<file path="config.mk">
export PLATFORM = sky130hd
export DESIGN_NAME = ysyx_25020037_issue_ctrl
export DESIGN_NICKNAME = d
export VERILOG_FILES = /design/src/rtl/ysyx_25020037_issue_ctrl.sv
export SDC_FILE = /design/constraint.sdc
export NUM_CORES = 1
export LEC_CHECK = 0
export ABC_CLOCK_PERIOD_IN_PS = 4140
export BUFFER_PORTS_ARGS = -buffer_cell sky130_fd_sc_hd__buf_4
export CORE_MARGIN = 2
export CORE_UTILIZATION = 50
export CTS_CLUSTER_SIZE = 30
export DETAILED_ROUTE_END_ITERATION = 8
export PLACE_DENSITY = 0.69
export SLEW_MARGIN = 20
export SYNTH_ARGS = -nofsm -noshare
export SYNTH_HDL_FRONTEND = slang
export SYNTH_SLANG_ARGS = --single-unit
export TNS_END_PERCENT = 20
</file>
<file path="constraint.sdc">
create_clock -name clk -period 4.14 [get_ports clk]
set_clock_uncertainty 0.05 [all_clocks]
set_input_delay 0 -clock clk [delete_from_list [all_inputs] [get_ports clk]]
set_output_delay 0 -clock clk [all_outputs]
set_load 0.005 [all_outputs]
</file>
<file path="src/rtl/ysyx_25020037_issue_ctrl.sv">
// Scoreboard-based issue controller sitting between decode and execute.
// Holds decode output back on RAW/WAW hazards, on the in-flight limit and
// while a serializing instruction (fence.i, CSR, ecall, mret) is pending.
// Pending GPR writes are tracked with small saturating per-register counters.
module ysyx_25020037_issue_ctrl #(
  parameter int MAX_INFLIGHT = 3,
  parameter int PEND_W       = 2
) (
  input  logic        clk,
  input  logic        rst,
  input  logic        id_valid,
  output logic        id_ready,
  input  logic [4:0]  id_rs1,
  input  logic [4:0]  id_rs2,
  input  logic [4:0]  id_rd,
  input  logic        id_use_rs1,
  input  logic        id_use_rs2,
  input  logic        id_gpr_we,
  input  logic        id_serial,
  output logic        ex_valid,
  input  logic        ex_ready,
  input  logic        wb_valid,
  input  logic [4:0]  wb_rd,
  input  logic        wb_gpr_we,
  input  logic        redirect,
  output logic        drained,
  output logic [31:0] stall_cycles
);

  localparam logic [PEND_W-1:0] PEND_MAX = '1;
  localparam logic [PEND_W-1:0] PEND_ONE = PEND_W'(1);
  localparam logic [2:0]        CAP      = 3'(MAX_INFLIGHT);

  typedef enum logic [1:0] {
    RUN    = 2'd0,
    DRAIN  = 2'd1,
    SERIAL = 2'd2
  } state_e;

  // Slot 0 is kept permanently at zero so x0 never looks pending.
  logic [PEND_W-1:0] pend_q [32];
  logic [PEND_W-1:0] pend_d [32];
  logic [2:0]        inflight_q, inflight_d;
  state_e            state_q, state_d;
  logic [31:0]       stall_q, stall_d;

  logic raw, waw_full, cap, ok_state, can_issue, issue;

  // Saturating counter helpers: a full counter never wraps to zero and an
  // empty counter never wraps to full.
  function automatic logic [PEND_W-1:0] sat_inc(input logic [PEND_W-1:0] v);
    return (v == PEND_MAX) ? v : v + PEND_ONE;
  endfunction

  function automatic logic [PEND_W-1:0] sat_dec(input logic [PEND_W-1:0] v);
    return (v == '0) ? v : v - PEND_ONE;
  endfunction

  // Hazard and issue qualification from registered scoreboard state only.
  always_comb begin
    raw      = (id_use_rs1 && (id_rs1 != 5'd0) && (pend_q[id_rs1] != '0)) ||
               (id_use_rs2 && (id_rs2 != 5'd0) && (pend_q[id_rs2] != '0));
    waw_full = id_gpr_we && (id_rd != 5'd0) && (pend_q[id_rd] == PEND_MAX);
    cap      = (inflight_q == CAP);
    ok_state = 1'b0;
    unique case (state_q)
      RUN:     ok_state = !id_serial;
      DRAIN:   ok_state = id_serial && (inflight_q == 3'd0);
      SERIAL:  ok_state = 1'b0;
      default: ok_state = 1'b0;
    endcase
    can_issue = id_valid && !redirect && !raw && !waw_full && !cap && ok_state;
  end

  // Handshake is forced idle while reset is held.
  assign ex_valid     = can_issue && !rst;
  assign id_ready     = ((can_issue && ex_ready) || redirect) && !rst;
  assign issue        = ex_valid && ex_ready;
  assign drained      = (inflight_q == 3'd0);
  assign stall_cycles = stall_q;

  // Serialization state: wait for the pipe to empty, issue alone, then wait
  // for the serializing instruction to retire.
  always_comb begin
    state_d = state_q;
    unique case (state_q)
      RUN:     if (id_valid && id_serial && !redirect) state_d = DRAIN;
      DRAIN: begin
        if (redirect)   state_d = RUN;
        else if (issue) state_d = SERIAL;
      end
      SERIAL:  if (wb_valid) state_d = RUN;
      default: state_d = RUN;
    endcase
  end

  // Per-register pending-write counters: +1 at issue, -1 at writeback.
  always_comb begin
    pend_d    = pend_q;
    pend_d[0] = '0;
    for (int i = 1; i < 32; i++) begin
      if ((issue && id_gpr_we && (id_rd == 5'(i))) &&
          !(wb_valid && wb_gpr_we && (wb_rd == 5'(i))))
        pend_d[i] = sat_inc(pend_q[i]);
      else if ((wb_valid && wb_gpr_we && (wb_rd == 5'(i))) &&
               !(issue && id_gpr_we && (id_rd == 5'(i))))
        pend_d[i] = sat_dec(pend_q[i]);
    end
  end

  // In-flight count; a stray writeback with nothing in flight is ignored.
  always_comb begin
    inflight_d = inflight_q;
    unique case ({issue, wb_valid})
      2'b10:   inflight_d = inflight_q + 3'd1;
      2'b01:   if (inflight_q != 3'd0) inflight_d = inflight_q - 3'd1;
      default: inflight_d = inflight_q;
    endcase
  end

  // Stall counter: a valid, non-redirected decode output that did not issue.
  always_comb begin
    stall_d = stall_q;
    if (id_valid && !redirect && !issue) stall_d = stall_q + 32'd1;
  end

  // State registers with synchronous reset.
  always_ff @(posedge clk) begin
    if (rst) begin
      state_q    <= RUN;
      inflight_q <= 3'd0;
      stall_q    <= 32'd0;
      for (int i = 0; i < 32; i++) pend_q[i] <= '0;
    end else begin
      state_q    <= state_d;
      inflight_q <= inflight_d;
      stall_q    <= stall_d;
      for (int i = 0; i < 32; i++) pend_q[i] <= pend_d[i];
    end
  end

endmodule

</file>
==> flow_summary_export.csv <==
group,metric,value,unit
yosys,yosysTopAreaCell,"dfxtp_1",
clock_tree,cts_sinks,99,
final_layout,fin_nets,1045,
clock_tree,numCtsBuffers,9,
drt,dr.pass1.iters,5,
final_layout,drive_gt1_share,13.5,%
timing,fmax,272,MHz
setup_path,reg2reg_setup_slack,470,ps
yosys,syn_area,0.00704,sq mm
timing,finalSetupViolations,0,
timing,finalHoldViolCount,0,
drt,ant_nets,0,
setup_path,required,4370,ps
die,start_util,50.9,%
flow_run,drv_cap,0,
setup_path,worstPathArrival,3910,ps
yosys,syn_nets,1003,
final_layout,utilization,57.3,%
clock_tree,cts_max_level,3,
place,dpl.hpwl,13.8,mm
yosys,yosys_register_bits,99,
timing,setup-tns-final,0,ps
drt,vias,6840,
global_routing,grt_pass1_wl,30.6,mm
setup_path,slowest_delay,550,ps
yosys,avgSynthCellArea,7.49,sq um
yosys,synth-edff-count,0,
yosys,synth_flop_cell,"dfxtp_1",
die,die_area,0.0150,sq mm
timing,worst_slew_pin_slew,1000,ps
setup_path,cp_max_fo,9,
setup_path,worstPathCellList,"nor4bb_1 > o211ai_1 > nor4_1 > nand4_1 > a32oi_1 > nand3_2 > nor4_1 > nor2b_1 > ha_1 > nand2b_1 > nand2b_1 > nand2_1 > a21oi_1",
drt,wire_per_inst,16.4,um
yosys,synth_area_leaders,"dfxtp_1 28%, nor2_1 6.4%, nand2b_1 6.0%",
global_routing,grt_pass1_vias,6021,
worst_hold_path,hold_path.class,"input pin to flop",
global_routing,grt.total_usage,25.9,%
yosys,synth_warnings,0,
timing,fin_ws,466,ps
yosys,async_flop_share,0,%
global_routing,antenna_found_initial,0,
yosys,yosysMostFrequentCell,"nor2_1",
die,rows,43,
die,die-height,123,um
setup_path,cp_slowest_cell,"nor4_1",
drt,viasPerCell,5.87,
final_layout,syn_to_final_growth,12.5,%
final_layout,final_cell_area,0.00792,sq mm
setup_path,path_buf_inv,0,
drt,wl,19.1,mm
timing,rsz0062_at_grt,"no",
final_layout,n_antenna_cell,0,
run_status,status,"complete, no violations",
place,io_buffers,65,
die,die_w,123,um
setup_path,crit_type,"flop to flop",
clock_tree,clk_pin_slew,70,ps
place,postPlaceCellArea,0.00760,sq mm
clock_tree,cts_tree,"done",
timing,relSlewSlack,32.6,%
yosys,yosysTopAreaCellShare,28.2,%
yosys,ys_seq_area_share,28.2,%
place,gp_congestion,0.913,
setup_path,cp-end-kind,"flop",
timing,fin_crit_sh,88.7,%
clock_tree,clock_path_buffers,2,
die,coreArea,0.0138,sq mm
clock_tree,postCtsSetupBuffers,0,
drt,drt_iter0_markers,652,
timing,drv_slew,0,
place,place_ws,606,ps
global_routing,overflow,0,
die,ios,66,
yosys,netlist_instances,939,
power,power.density,253,mW/mm^2
clock_tree,clk_latency,360,ps
drt,post-route-drc-count,0,
setup_path,cpLargestDelayFamily,"simple AND/OR/NAND/NOR gates",
power,vdd_ir_drop_max,0.228,mV
yosys,synth_common_cells,"120 x nor2_1, 99 x dfxtp_1, 80 x nand2_1",
setup_path,startpoint_type,"flop",
global_routing,grt_max_degree,76,
power,p_leak,2.94,nW
clock_tree,cts-resized-gates,0,
timing,period_needed,3670,ps
clock_tree,cts_root_buf,"clkbuf_16",
yosys,synth_cell_types,62,
==> cells in the final DEF, fill, tap and decap left out, drive strengths merged, types with 4 or more instances in the layout <==
master         n
nor2         120
dfxtp         99
nand2         80
a21oi         79
o21ai         70
buf           69
nand2b        68
inv           59
o22ai         35
ha            32
nor3          30
nor2b         24
mux2          21
nand3         19
mux4          15
nand4         15
and2          13
and3          11
a211oi        10
clkbuf        10
or2            8
nor4           7
mux2i          7
or3            6
or4            6
a311oi         5
a21o           5
o211ai         4
a2111oi        4
a31o           4
dlygate4sd3    4
o311ai         4
==> registers in the layout, summed over array words and instances, names as in the netlist <==
register	flops
pend_q	62
inflight_q	3
stall_cycles	32
state_q	2
==> cell type report <==
cell class                      count  area, sq um
Clock inverter                      6         47.5
Multi-Input combinational cell    742         4660
Timing Repair Buffer               73          558
Sequential cell                    99         1980
Tap cell                          180          225
Clock buffer                       10          229
Inverter                           56          210
Fill cell                        1326         5910
==> where the power goes <==
part / internal [mW] / total, mW / switching, mW
Combinational: 0.0791 / 0.219 / 0.139
Clock: 0.415 / 0.818 / 0.403
Sequential: 0.956 / 0.962 / 0.00585
==> tightest hold or removal path, delay by kind of cell <==
kind / cells / cell delay, ps
and+or+nand+nor: 1 / 140
buffers and inverters: 2 / 390
==> final timing paths <==
kind	startpoint	endpoint	cells past startpoint
setup / recovery	state_q[0]$_SDFFE_PP0P_	pend_q[23]$_SDFFE_PP0P_	13
hold / removal	rst	pend_q[18]$_SDFFE_PP0P_	3
setup reg to reg	state_q[0]$_SDFFE_PP0P_	pend_q[23]$_SDFFE_PP0P_	13
hold reg to reg	pend_q[35]$_SDFFE_PP0P_	pend_q[35]$_SDFFE_PP0P_	2
==> stage by stage <==
stage	cells	hold slack, ps	total power, mW
detailed placement	1146	139	1.20
floorplan	939	28.7	1.12
global route	1166	179	2.07
CTS	1166	149	2.02
finish	1166	163	2.00
global placement	1146	136	1.20
==> per-layer routing <==
metal	GRT usage [%]	part of all wire [%]
met3	4.28	5.7
met2	39.9	44
met5	0	0
met4	9.12	2.4
met1	36.5	48
==> logic make-up (layout without fill, tap and decap cells) <==
| family | after synthesis | count (layout) | synth area share (%) |
|---|---|---|---|
| muxes | 43 | 43 | 9.16 |
| xor gates and xnor gates | 2 | 2 | 0.249 |
| adders and majority gates | 33 | 33 | 5.98 |
| buffers and inverters | 98 | 145 | 5.53 |
| and+or+nand+nor | 421 | 421 | 30.2 |
| AOI/OAI and AO/OA | 243 | 243 | 20.7 |
| DFF | 99 | 99 | 28.2 |
==> timing repair <==
action | CTS | global route
hold endpoints to repair | 3 | 0
hold buffers | 4 | 0
endpoints found under the setup margin | 0 | 0
(Power assumes the default switching activity.)
